File: config.mk
export PLATFORM = sky130hd
export DESIGN_NAME = bitfile_loader
export DESIGN_NICKNAME = d
export VERILOG_FILES = /design/src/rtl/fpga_cfg_pkg.sv /design/src/rtl/cfg_cycle_counter.sv /design/src/rtl/bitfile_loader.sv
export SDC_FILE = /design/constraint.sdc
export NUM_CORES = 1
export LEC_CHECK = 0
export ABC_AREA = 0
export BUFFER_PORTS_ARGS = -buffer_cell sky130_fd_sc_hd__buf_2
export CELL_PAD_IN_SITES_DETAIL_PLACEMENT = 1
export CELL_PAD_IN_SITES_GLOBAL_PLACEMENT = 1
export CORE_MARGIN = 3
export CORE_UTILIZATION = 41
export CTS_CLUSTER_DIAMETER = 50
export DETAILED_ROUTE_END_ITERATION = 6
export GPL_ROUTABILITY_DRIVEN = 0
export MAX_ROUTING_LAYER = met4
export PLACE_DENSITY_LB_ADDON = 0.2
export REMOVE_ABC_BUFFERS = 1
export SLEW_MARGIN = 20
export SYNTH_ARGS = -nofsm -noshare
export SYNTH_HDL_FRONTEND = slang
export SYNTH_SLANG_ARGS = --single-unit
File: constraint.sdc
create_clock -name clock -period 1.87 [get_ports clock]
set_input_delay 0.187 -clock clock [delete_from_list [all_inputs] [get_ports clock]]
set_output_delay 0.187 -clock clock [all_outputs]
set_load 0.1 [all_outputs]
File: src/rtl/fpga_cfg_pkg.sv
// Shared definitions for the four-CLB adder fabric configuration path.
// Holds the loader state encoding, the error-code values reported on
// err_code, and the default framing constants. The bitfile generator and
// the testbench use the same constants.
package fpga_cfg_pkg;

  typedef enum logic [2:0] {
    IDLE,
    GET_CFG,
    GET_CHK,
    COMMIT,
    HOLD
  } cfg_state_t;

  localparam logic [1:0] ERR_NONE    = 2'b00;
  localparam logic [1:0] ERR_SYNC    = 2'b01;
  localparam logic [1:0] ERR_CHK     = 2'b10;
  localparam logic [1:0] ERR_TIMEOUT = 2'b11;

  localparam logic [7:0] DEF_SYNC_BYTE = 8'hA5;
  localparam logic [7:0] DEF_CHK_KEY   = 8'h5A;

  // Checksum byte a well-formed frame carries for a given config byte.
  function automatic logic [7:0] chk_byte(input logic [7:0] cfg, input logic [7:0] key);
    return cfg ^ key;
  endfunction

endpackage

File: src/rtl/cfg_cycle_counter.sv
// 8-bit load/clear/decrement counter with a terminal-count flag.
// The loader uses it as the mid-frame idle timer and as the hold timer;
// the two uses never overlap, so one counter serves both.
// Ports:
//   clock, reset  rising-edge clock, synchronous active-high reset
//   clear         force count to zero (highest priority)
//   load          load load_value
//   dec           decrement by one, sticking at zero
//   load_value    value taken on load
//   tc            high while count is zero
module cfg_cycle_counter (
  input  logic       clock,
  input  logic       reset,
  input  logic       clear,
  input  logic       load,
  input  logic       dec,
  input  logic [7:0] load_value,
  output logic       tc
);

  logic [7:0] count;

  // NOTE: registered state uses non-blocking assignments so every flop
  // samples pre-edge values regardless of process ordering.
  always_ff @(posedge clock) begin
    if (reset) begin
      count <= '0;
    end else if (clear) begin
      count <= '0;
    end else if (load) begin
      count <= load_value;
    end else if (dec && (count != 8'd0)) begin
      count <= count - 8'd1;
    end
  end

  assign tc = (count == 8'd0);

endmodule

File: src/rtl/bitfile_loader.sv
// Configuration controller for the four-CLB adder fabric.
// Accepts a three-byte frame (sync, config, checksum) over valid/ready,
// commits the config byte to the routing channel on a good frame, then
// holds the fabric in reset for HOLD_CYCLES cycles after the commit cycle
// so the registered CLB slices flush stale results.
// Ports:
//   clock, reset   rising-edge clock, synchronous active-high reset
//   s_data/s_valid/s_ready  configuration byte stream
//   bitfile        active configuration to the routing channel (registered)
//   fabric_hold    ORed into the CLB reset during commit and hold
//   busy           frame in progress, commit or hold
//   cfg_done       one-cycle pulse when a commit and its hold complete
//   cfg_err        one-cycle pulse when a frame is rejected
//   err_code       sticky cause of the last error
//   cfg_count      successful commits, saturating at 255
module bitfile_loader
  import fpga_cfg_pkg::*;
#(
  parameter logic [7:0]  SYNC_BYTE   = DEF_SYNC_BYTE,
  parameter logic [7:0]  CHK_KEY     = DEF_CHK_KEY,
  parameter int unsigned HOLD_CYCLES = 2,   // 1..255
  parameter int unsigned TIMEOUT     = 16   // 2..255
) (
  input  logic       clock,
  input  logic       reset,
  input  logic [7:0] s_data,
  input  logic       s_valid,
  output logic       s_ready,
  output logic [7:0] bitfile,
  output logic       fabric_hold,
  output logic       busy,
  output logic       cfg_done,
  output logic       cfg_err,
  output logic [1:0] err_code,
  output logic [7:0] cfg_count
);

  // The counter runs down to zero, so it is loaded one short of the
  // number of cycles wanted: the terminal cycle itself is the last one.
  localparam logic [7:0] HOLD_LOAD    = 8'(HOLD_CYCLES - 1);
  localparam logic [7:0] TIMEOUT_LOAD = 8'(TIMEOUT - 1);

  cfg_state_t state, state_next;
  logic [7:0] shadow;

  logic       xfer;
  logic       cnt_clear, cnt_load, cnt_dec, cnt_tc;
  logic [7:0] cnt_load_value;
  logic       shadow_load, bitfile_load, hold_done, err_set;
  logic [1:0] err_kind;

  // Handshake outputs come from the state register only, so there is no
  // combinational path from s_valid/s_data to s_ready or fabric_hold.
  assign s_ready     = (state == IDLE) || (state == GET_CFG) || (state == GET_CHK);
  assign fabric_hold = (state == COMMIT) || (state == HOLD);
  assign busy        = (state != IDLE);
  assign xfer        = s_valid && s_ready;

  cfg_cycle_counter u_counter (
    .clock      (clock),
    .reset      (reset),
    .clear      (cnt_clear),
    .load       (cnt_load),
    .dec        (cnt_dec),
    .load_value (cnt_load_value),
    .tc         (cnt_tc)
  );

  // NOTE: every signal driven here gets a default first, so no branch can
  // leave one unassigned and infer a latch.
  always_comb begin
    state_next     = state;
    cnt_clear      = 1'b0;
    cnt_load       = 1'b0;
    cnt_dec        = 1'b0;
    cnt_load_value = TIMEOUT_LOAD;
    shadow_load    = 1'b0;
    bitfile_load   = 1'b0;
    hold_done      = 1'b0;
    err_set        = 1'b0;
    err_kind       = ERR_NONE;

    case (state)
      IDLE: begin
        if (xfer) begin
          if (s_data == SYNC_BYTE) begin
            state_next = GET_CFG;
            cnt_load   = 1'b1;
          end else begin
            err_set  = 1'b1;
            err_kind = ERR_SYNC;
          end
        end
      end

      // Any byte here is config data, including one equal to SYNC_BYTE.
      GET_CFG: begin
        if (xfer) begin
          state_next  = GET_CHK;
          shadow_load = 1'b1;
          cnt_load    = 1'b1;
        end else if (cnt_tc) begin
          state_next = IDLE;
          cnt_clear  = 1'b1;
          err_set    = 1'b1;
          err_kind   = ERR_TIMEOUT;
        end else begin
          cnt_dec = 1'b1;
        end
      end

      GET_CHK: begin
        if (xfer) begin
          if (s_data == chk_byte(shadow, CHK_KEY)) begin
            state_next = COMMIT;
          end else begin
            state_next = IDLE;
            cnt_clear  = 1'b1;
            err_set    = 1'b1;
            err_kind   = ERR_CHK;
          end
        end else if (cnt_tc) begin
          state_next = IDLE;
          cnt_clear  = 1'b1;
          err_set    = 1'b1;
          err_kind   = ERR_TIMEOUT;
        end else begin
          cnt_dec = 1'b1;
        end
      end

      // Single cycle: bitfile takes the whole shadow byte at the exit edge.
      COMMIT: begin
        state_next     = HOLD;
        bitfile_load   = 1'b1;
        cnt_load       = 1'b1;
        cnt_load_value = HOLD_LOAD;
      end

      HOLD: begin
        if (cnt_tc) begin
          state_next = IDLE;
          hold_done  = 1'b1;
          cnt_clear  = 1'b1;
        end else begin
          cnt_dec = 1'b1;
        end
      end

      default: begin
        state_next = IDLE;
        cnt_clear  = 1'b1;
      end
    endcase
  end

  always_ff @(posedge clock) begin
    if (reset) begin
      state     <= IDLE;
      shadow    <= '0;
      bitfile   <= '0;
      cfg_done  <= 1'b0;
      cfg_err   <= 1'b0;
      err_code  <= ERR_NONE;
      cfg_count <= '0;
    end else begin
      state    <= state_next;
      cfg_done <= hold_done;
      cfg_err  <= err_set;

      // A rejected frame discards whatever config byte it carried.
      if (shadow_load) begin
        shadow <= s_data;
      end else if (err_set) begin
        shadow <= '0;
      end

      if (bitfile_load) begin
        bitfile <= shadow;
      end

      if (err_set) begin
        err_code <= err_kind;
      end else if (hold_done) begin
        err_code <= ERR_NONE;
      end

      if (hold_done && (cfg_count != 8'hFF)) begin
        cfg_count <= cfg_count + 8'd1;
      end
    end
  end

endmodule
; ---- Word level (Yosys, flattened, before mapping)
; Cells that the tools add are included.
; W data, S select, Z words.
[totals]
elab_cells = 76
out_inout_bits = 23
regBits = 39
inputBits = 11
[classes]
bitwise_logic = 1
muxes = 39
n_addsub = 2
eq_ne = 9
n_reduce_logical = 17
[op_table]
columns = operator, n
row1 = $mux W8, 4
row2 = $mux W1, 16
row3 = $mux W3, 5
row4 = $pmux W3 S5, 1
row5 = $mux W2, 7
row6 = $add A8 B1 Y8 const B, 1
row7 = $eq A8 B8 Y1, 1
row8 = $eq A8 B8 Y1 const B, 1
row9 = $logic_not A8 Y1, 1
row10 = $ne A8 B8 Y1 const B, 1
row11 = $reduce_bool A8 Y1, 1
row12 = $sub A8 B1 Y8 const B, 1
row13 = $eq A3 B2 Y1 const B, 2
row14 = $pmux W1 S3, 2
row15 = $pmux W2 S3, 1
row16 = $reduce_bool A2 Y1, 3
row17 = $reduce_or A2 Y1, 3
row18 = $mux W4, 1
row19 = $not A4 Y4, 1
row20 = $pmux W1 S4, 1
row21 = $eq A3 B1 Y1 const B, 1
row22 = $eq A3 B3 Y1 const B, 1
row23 = $logic_and A1 B1 Y1, 3
row24 = $logic_not A3 Y1, 1
row25 = 6 further kinds, 8

; ---- Longest topological paths before layout
; Gate-level depths: netlist (run 1).
[logic_depth]
depth_word = 9
ltp_mapped = 8
mapped_depth_nobuf = 7

; ---- Cells and area by module
; Synthesis (run 1) repeated with hierarchy kept, for this count alone.
[hier_totals]
cells_unflattened = 243
area_unflattened_um2 = 2164.6
[by_module_without_submodules]
columns = mod, area_each_um2, seq_area_each_um2, cells_each, instances
row1 = bitfile_loader, 1687.9, 620.6, 186, 1
row2 = cfg_cycle_counter, 476.7, 160.2, 57, 1

; ---- Least setup slack after synthesis (run 1)
; OpenSTA, ideal clock, no wires.
[synth_path]
path_kind = register to register
start = register cfg_count[2]
end = register cfg_count[0]
arrival_time_ns = 2.105
period_less_slack_ns = 2.232
setup_ns = 0.128
n_path_buf = 1
slack_ns = -0.362
path_stages_with_launch = 7
required_ns = 1.742
path_cell_list = dfxtp_1 and4_1 and4_1 clkbuf_1 nor2_1 xnor2_1 nor2_1
[synth_between]
elab_chain_cells = 2
[synth_lines]
columns = element, line
row1 = start: declaration, bitfile_loader.sv:35  ; output logic [7:0] cfg_count
row2 = start signal: assignment, bitfile_loader.sv:189  ; cfg_count <= cfg_count + 8'd1;
row3 = $ne A8 B8 Y1, bitfile_loader.sv:188  ; if (hold_done && (cfg_count != 8'hFF)) begin
row4 = $logic_and A1 B1 Y1, bitfile_loader.sv:188
; No other way between the ends.
; A chain may end at the register's enable or synchronous reset.

; ---- Worst setup path after layout (run 1)
[layout_path]
start = register u_counter.count[0]
end = register u_counter.count[4]
[layout_between]
elab_chain_cells = 6
elab_cells_between_ends = 15
cone_classes = add/sub: 1 / mux: 9 / reduce/logical: 5
[layout_lines]
columns = element, line
row1 = start: declaration, cfg_cycle_counter.sv:21  ; logic [7:0] count;
row2 = start signal: assignment, cfg_cycle_counter.sv:31  ; count <= load_value;
row3 = start signal: assignment, cfg_cycle_counter.sv:33  ; count <= count - 8'd1;
row4 = "parallel branches: the longest is 6 deep, another holds $sub A8 B1 Y8", --
; Parallel ways; which one is timed is not known. The select of a mux whose other input is x is not followed.

==> flow_summary_export.csv, run 1 <==
group,metric,value,unit
clocking,cts_tree,"built",
routing,drc,0,
synth,synthAdderAreaFrac,2.000,%
final_layout,final_cell_mix,"36 x dfxtp_1, 33 x buf_2, 22 x nand2_1",
worst_setup_path,crit_slowest_cell,"dfxtp_2",
worst_setup_path,setup.worst_path.end_class,"flip-flop",
worst_setup_path,reg2reg_setup_slack,0.04,ns
worst_setup_path,crit_buf_inv,3,
worst_setup_path,cpMostUsedCell,"buf_4",
sta,setup_ws,0.03994,ns
placement,place_ws,0.05398,ns
sta,fin_worst_skew,0.008850,ns
worst_hold_path,holdCritPathClass,"in -> reg",
sta,fin_tns_setup,0,ns
synth,synth.area.top_cells,"dfxtp_1 42%, xnor2_1 5.6%, nand2_1 4.4%",
power,leakagePower,0.0009571,uW
sta,finalCriticalPeriod,1.830,ns
placement,io_buffers,33,
synth,ys_ff_latch,39,
floorplan,core,0.004202,mm2
floorplan,initial_core_util,44.67,%
grt,grt_first_pass_wirelength,7.955,mm
worst_hold_path,worstHoldStart,"s_data[3]",
clocking,hold_buffers,0,
synth,yosys.area_share.simple,29.47,%
clocking,root_buffer,"clkbuf_8",
sta,max_freq,546.4,MHz
synth,synth_cell_types,45,
worst_setup_path,cpPeakStageDelay,0.33,ns
synth,synth_edf_count,0,
placement,place_inst,298,
routing,routed_wl,4.973,mm
sta,finalCritPeriodShare,97.86,%
worst_setup_path,cp.required,2.04,ns
worst_setup_path,crit_type,"reg -> reg",
synth,synth_top_family_by_area,"simple AND/OR/NAND/NOR gates",
worst_setup_path,crit_start,"u_counter.count[0]",
routing,routedWlPerCell,16.15,um
synth,synthesis.instances,212,
synth,synthXorXnorAreaFrac,8.867,%
routing,postRouteAntennaNets,0,
job,maxCapViolCount,0,
clocking,htreeDepth,2,
final_layout,finalCoreUtilization,57.06,%
synth,post-synth-top-area-cell,"dfxtp_1",
grt,grt_max_degree,16,
sta,hold_viol_final,0,
worst_setup_path,crit_chain,"inv_1, ha_1, nor3b_4, buf_4, and2_1, buf_4, nor4_2, xnor2_1, nor3_2",
clocking,path_clk_slew,0.07,ns
synth,ys.flop_type,"dfxtp_1",
floorplan,rows,23,
floorplan,die_w,73.66,um
grt,antenna_found_initial,0,
sta,tightest_slew,0.6592,ns
power,vdd_drop_max,0.4273,mV
sta,hold_ws,0.1495,ns
final_layout,final_nets,271,
synth,synthArstFlopShare,0,%
synth,synth_compound_area_share,15.00,%
status,status,"finished, final reports clean",
routing,viasPerCell,5.549,
final_layout,mostFrequentLayoutCell,"dfxtp_1",
floorplan,die_y,73.66,um
routing,drtIter0Drc,70,
sta,slew_headroom,55.68,%
placement,hpwl,3.439,mm
worst_setup_path,start_kind,"flip-flop",
sta,finalMaxSlewViolations,0,
clocking,clockBufferDepth,2,
synth,netlist.area_leader.share,41.60,%
final_layout,drive_gt1_share,29.84,%
synth,synthesis.area,0.001877,mm2
grt,grt_overflow,0,
floorplan,dieArea,0.005425,mm2
synth,syn_avg_cell_area,8.853,um2
final_layout,final_cells,308,
worst_setup_path,cp.arrival,2.00,ns
sta,setup_viol,0,
clocking,numClockSinks,39,
worst_setup_path,cp_max_fo,5,
clocking,clkLatencyLatePin,0.30,ns
floorplan,io_pins,34,
routing,dr.pass1.iters,4,
power,p_per_area,737.9,mW/mm2
synth,yosysWarnings,0,
routing,vias,1709,
worst_setup_path,crit_family,"simple AND/OR/NAND/NOR gates",
clocking,cts_made_buffers,5,
grt,grt_pass1_vias,1667,
synth,synth.mux.area_fraction,0,%
synth,yosysSeqAreaShare,41.60,%
grt,grt_usage,19.31,%
final_layout,antennaDiodeCount,0,
final_layout,syn_to_final_growth,27.73,%
worst_setup_path,worstReg2RegStart,"u_counter.count[0]",
final_layout,nFillCells,493,
through the flow:
stage	instance area [um2]	total power [uW]
after global routing	2397	1824
after CTS	2303	1789
after floorplan	1838	907.0
after detailed placement	2171	948.6
after global placement	2171	947.8
final	2397	1769
routing by layer:
metal | share of wire [%] | global-route usage, %
met5 | 0 | -
met4 | 1.2 | 5.231
met3 | 3.9 | 4.514
met2 | 49 | 31.10
met1 | 46 | 24.20
layout make-up:
cell class	instances	area [um2]	share of cell area [%]
Clock inverter	2	60.06	2.505
Inverter	5	18.77	0.7829
Sequential cell	39	784.5	32.72
Clock buffer	6	72.57	3.027
Timing Repair Buffer	47	290.3	12.11
Multi-Input combinational cell	159	1109	46.24
Tap cell	50	62.56	2.610
path summary, 6_finish.rpt:
| path | depth (start not counted) | to |
|---|---|---|
| max | 9 | u_counter.count[4] |
| min | 2 | shadow[3] |
| max reg2reg | 9 | u_counter.count[4] |
| min reg2reg | 2 | bitfile[7] |
sequential cells by signal, indices dropped and copies added, names as in the netlist:
| signal | cells |
|---|---|
| state | 3 |
| cfg_done | 1 |
| cfg_count | 8 |
| err_code | 2 |
| cfg_err | 1 |
| shadow | 8 |
| u_counter.count | 8 |
| bitfile | 8 |
power breakdown:
part	internal, uW	total [uW]	switching [uW]
registers	833	836	2.29
clock network	534	836	303
logic	30.2	97.3	67.1
total	1400	1770	372
logic make-up (layout without fill, tap and decap cells):
| family | Yosys count | after routing |
|---|---|---|
| simple gates | 95 | 95 |
| xor+xnor | 19 | 19 |
| fa+ha+maj | 3 | 3 |
| buf+inv | 14 | 60 |
| compound gates | 42 | 42 |
| flops | 39 | 39 |
synth_stat cells, types with 2 or more instances:
cell type  instances
and4_1             2
or3_1              2
nand3_1            7
a21oi_1           14
o31ai_1            2
nand2b_1           4
nor3_1            10
a22o_1             9
nand2_1           22
o21ai_1            3
clkbuf_1           7
dfxtp_1           39
nand4_1            5
nor4_1             2
nor3b_2            2
nor2_1            19
inv_1              5
xor2_1             7
a211oi_1           4
o21ai_0            3
xnor2_1           12
a31oi_1            2
nand4bb_1          2
ha_1               3
nor3_2             4
nor4b_2            2
what timing repair did:
| item | 4_1_cts | 5_1_grt |
|---|---|---|
| cloned | 0 | 1 |
| setup endpoints to repair | 1 | 24 |
| setup buffers | 0 | 1 |
| pin swaps | 0 | 1 |
| hold endpoints to repair | 0 | 0 |
| gates resized for setup | 0 | 18 |
Power figures use the tool's default switching activity.
==> run 2, diff against run 1 <==
CORE_UTILIZATION = 42   (was 41)
SYNTH_HIERARCHICAL = 1   (was unset)
==> flow_summary_export.csv, run 2 <==
group,metric,value,unit
status,status,"finished, violations left",
status,violations,"setup timing",
routing,routedWlPerCell,21.35,um
routing,dr.pass1.iters,4,
synth,synth.top_cells.by_count,"39 x dfxtp_1, 27 x nor2_1, 16 x nand2_1, 16 x o21ai_0, 13 x a21oi_1",
synth,synthArstFlopShare,0,%
floorplan,die_w,77.79,um
synth,synth_cell_types,61,
sta,finalCriticalPeriod,2.202,ns
synth,yosysSeqAreaShare,36.07,%
worst_setup_path,start_kind,"flip-flop",
grt,grt_first_pass_wirelength,12.23,mm
synth,synth.area.top_cells,"dfxtp_1 36%, mux2i_1 5.5%, nor2_1 4.7%",
job,maxCapViolCount,0,
routing,routed_wl,8.411,mm
clocking,htreeDepth,2,
worst_setup_path,worstReg2RegStart,"u_counter/count[1]",
synth,ys.flop_type,"dfxtp_1",
synth,synth_most_common_cell,"dfxtp_1",
grt,grt_overflow,0,
synth,synthesis.area,0.002165,mm2
power,vdd_drop_max,0.5462,mV
power,leakagePower,0.001289,uW
clocking,path_clk_slew,0.08,ns
floorplan,rows,25,
placement,io_buffers,33,
final_layout,syn_to_final_growth,41.79,%
worst_setup_path,crit_type,"reg -> reg",
synth,netlist.area_leader.share,36.07,%
synth,synth_edf_count,0,
routing,postRouteAntennaNets,0,
synth,ys_ff_latch,39,
routing,drtIter0Drc,94,
sta,hold_ws,0.1332,ns
sta,finalMaxSlewViolations,0,
floorplan,dieArea,0.006051,mm2
final_layout,finalCoreUtilization,63.30,%
worst_setup_path,crit_start,"u_counter/count[1]",
final_layout,drive_gt1_share,40.98,%
worst_setup_path,cp.arrival,2.36,ns
synth,synthAdderAreaFrac,1.734,%
synth,yosysWarnings,6,
synth,synthesis.instances,243,
floorplan,die_y,77.79,um
worst_hold_path,holdPathStages,3,
synth,post-synth-top-area-cell,"dfxtp_1",
sta,setup_ws,-0.3321,ns
final_layout,final_nets,341,
worst_setup_path,cp.required,2.03,ns
clocking,clkLatencyLatePin,0.31,ns
synth,synthXorXnorAreaFrac,6.474,%
sta,finalCritPeriodShare,117.8,%
floorplan,io_pins,34,
clocking,cts_tree,"built",
sta,rsz0062_at_grt,"yes",
worst_setup_path,cp_max_fo,6,
final_layout,stdcell_area,0.003069,mm2
synth,syn_avg_cell_area,8.908,um2
worst_setup_path,reg2reg_setup_slack,-0.33,ns
final_layout,antennaDiodeCount,0,
sta,fin_worst_skew,0.007385,ns
worst_setup_path,setup.worst_path.end_class,"flip-flop",
clocking,numClockSinks,39,
synth,synth_top_family_by_area,"simple AND/OR/NAND/NOR gates",
power,p_per_area,555.4,mW/mm2
grt,grt_max_degree,29,
floorplan,initial_core_util,44.65,%
worst_setup_path,setup.worst_path.end,"u_counter/count[4]",
final_layout,final_cell_mix,"52 x buf_4, 37 x dfxtp_1, 32 x buf_2",
placement,hpwl,4.533,mm
clocking,root_buffer,"clkbuf_8",
routing,drc,0,
grt,antenna_found_initial,0,
placement,placed_cell_area,0.002663,mm2
worst_setup_path,reg2reg_depth,12,
grt,grt_pass1_vias,2344,
sta,setup_viol,17,
synth,yosys.area_share.simple,25.72,%
routing,vias,2304,
placement,place_ws,-0.3952,ns
sta,hold_viol_final,0,
sta,max_freq,454.1,MHz
worst_setup_path,rr_endpoint,"u_counter/count[4]",
floorplan,core,0.004848,mm2
worst_hold_path,holdCritPathClass,"in -> reg",
grt,grt_usage,26.49,%
synth,synth_compound_area_share,19.83,%
clocking,clockBufferDepth,2,
final_layout,mostFrequentLayoutCell,"buf_4",
synth,synth.mux.area_fraction,5.549,%
routing,viasPerCell,5.848,
clocking,cts_made_buffers,5,
[run 2: cell count changes after synthesis, sizes merged, moves of 7 or more]
cell / before / now
nor2: 19 / 27
nand4b: 1 / 8
a22o: 9 / 0
mux2i: 0 / 12
o21ai: 6 / 21
nor3: 14 / 4
[run 2: final cells by class]
class | instances | area (um2)
Inverter | 8 | 30.03
Clock buffer | 6 | 72.57
Fill cell | 576 | 1779
Timing Repair Buffer | 86 | 581.8
Tap cell | 67 | 83.83
Sequential cell | 39 | 783.3
Multi-Input combinational cell | 187 | 1488
Clock inverter | 1 | 30.03
[run 2: how the worst min path moves through the flow]
stage | from | end | slack, ns
floorplan | reset | state[0] | 0.26
global placement | s_data[4] | shadow[4] | 0.43
detailed placement | s_data[3] | shadow[3] | 0.44
global route | s_data[3] | shadow[3] | 0.14
CTS | s_data[3] | shadow[3] | 0.13
finish | s_data[4] | shadow[4] | 0.13
[run 2: critical path, cell delays in order, from the launching register on]
cell	delay [ns]
dfxtp_2	0.35
inv_2	0.08
ha_4	0.13
nor4b_4	0.26
and2_4	0.26
a21oi_4	0.08
o221ai_2	0.17
a21boi_4	0.22
buf_4	0.14
nor2_4	0.04
buf_6	0.13
o21ai_1	0.11
a31oi_1	0.09
[run 2: through the flow]
stage	cells	TNS [ns]	power, uW
after floorplan	234	-3.352	923.1
after global placement	372	-1.739	981.6
after detailed placement	372	-3.613	984.4
after CTS	390	-1.016	1679
after global routing	394	-5.865	1767
final	394	-3.868	1705
[run 2: power breakdown]
| part | switching, uW | leakage [uW] | internal, uW |
|---|---|---|---|
| logic | 103 | 0.000922 | 54.7 |
| clock network | 320 | 0.0000513 | 392 |
| registers | 2.26 | 0.000316 | 834 |
| total | 425 | 0.00129 | 1280 |
[run 2: what timing repair did]
item / in CTS / in global routing
endpoints found under the setup margin: 20 / 17
pin swaps: 7 / 7
hold buffers: 0 / 0
gates resized for setup: 28 / 18
buffers inserted: 11 / 4
[run 2: cell families (layout without fill, tap and decap cells)]
family / Yosys count / count (layout)
AO/OA/AOI/OAI: 61 / 61
XOR/XNOR: 16 / 16
adder cells (fa/ha/maj): 3 / 3
buffers and inverters: 20 / 101
flip-flops: 39 / 39
multiplexers: 12 / 12
other: 2 / 5
AND/OR/NAND/NOR: 90 / 90
[run 2: layer usage]
metal | wire [um] | vias to the layer above | global-route usage, %
li1 | - | 1052 | -
met1 | 3360 | 1137 | 31.39
met5 | 0 | - | -
met2 | 4247 | 86 | 44.69
met4 | 312 | 0 | 9.964
met3 | 490 | 29 | 4.640
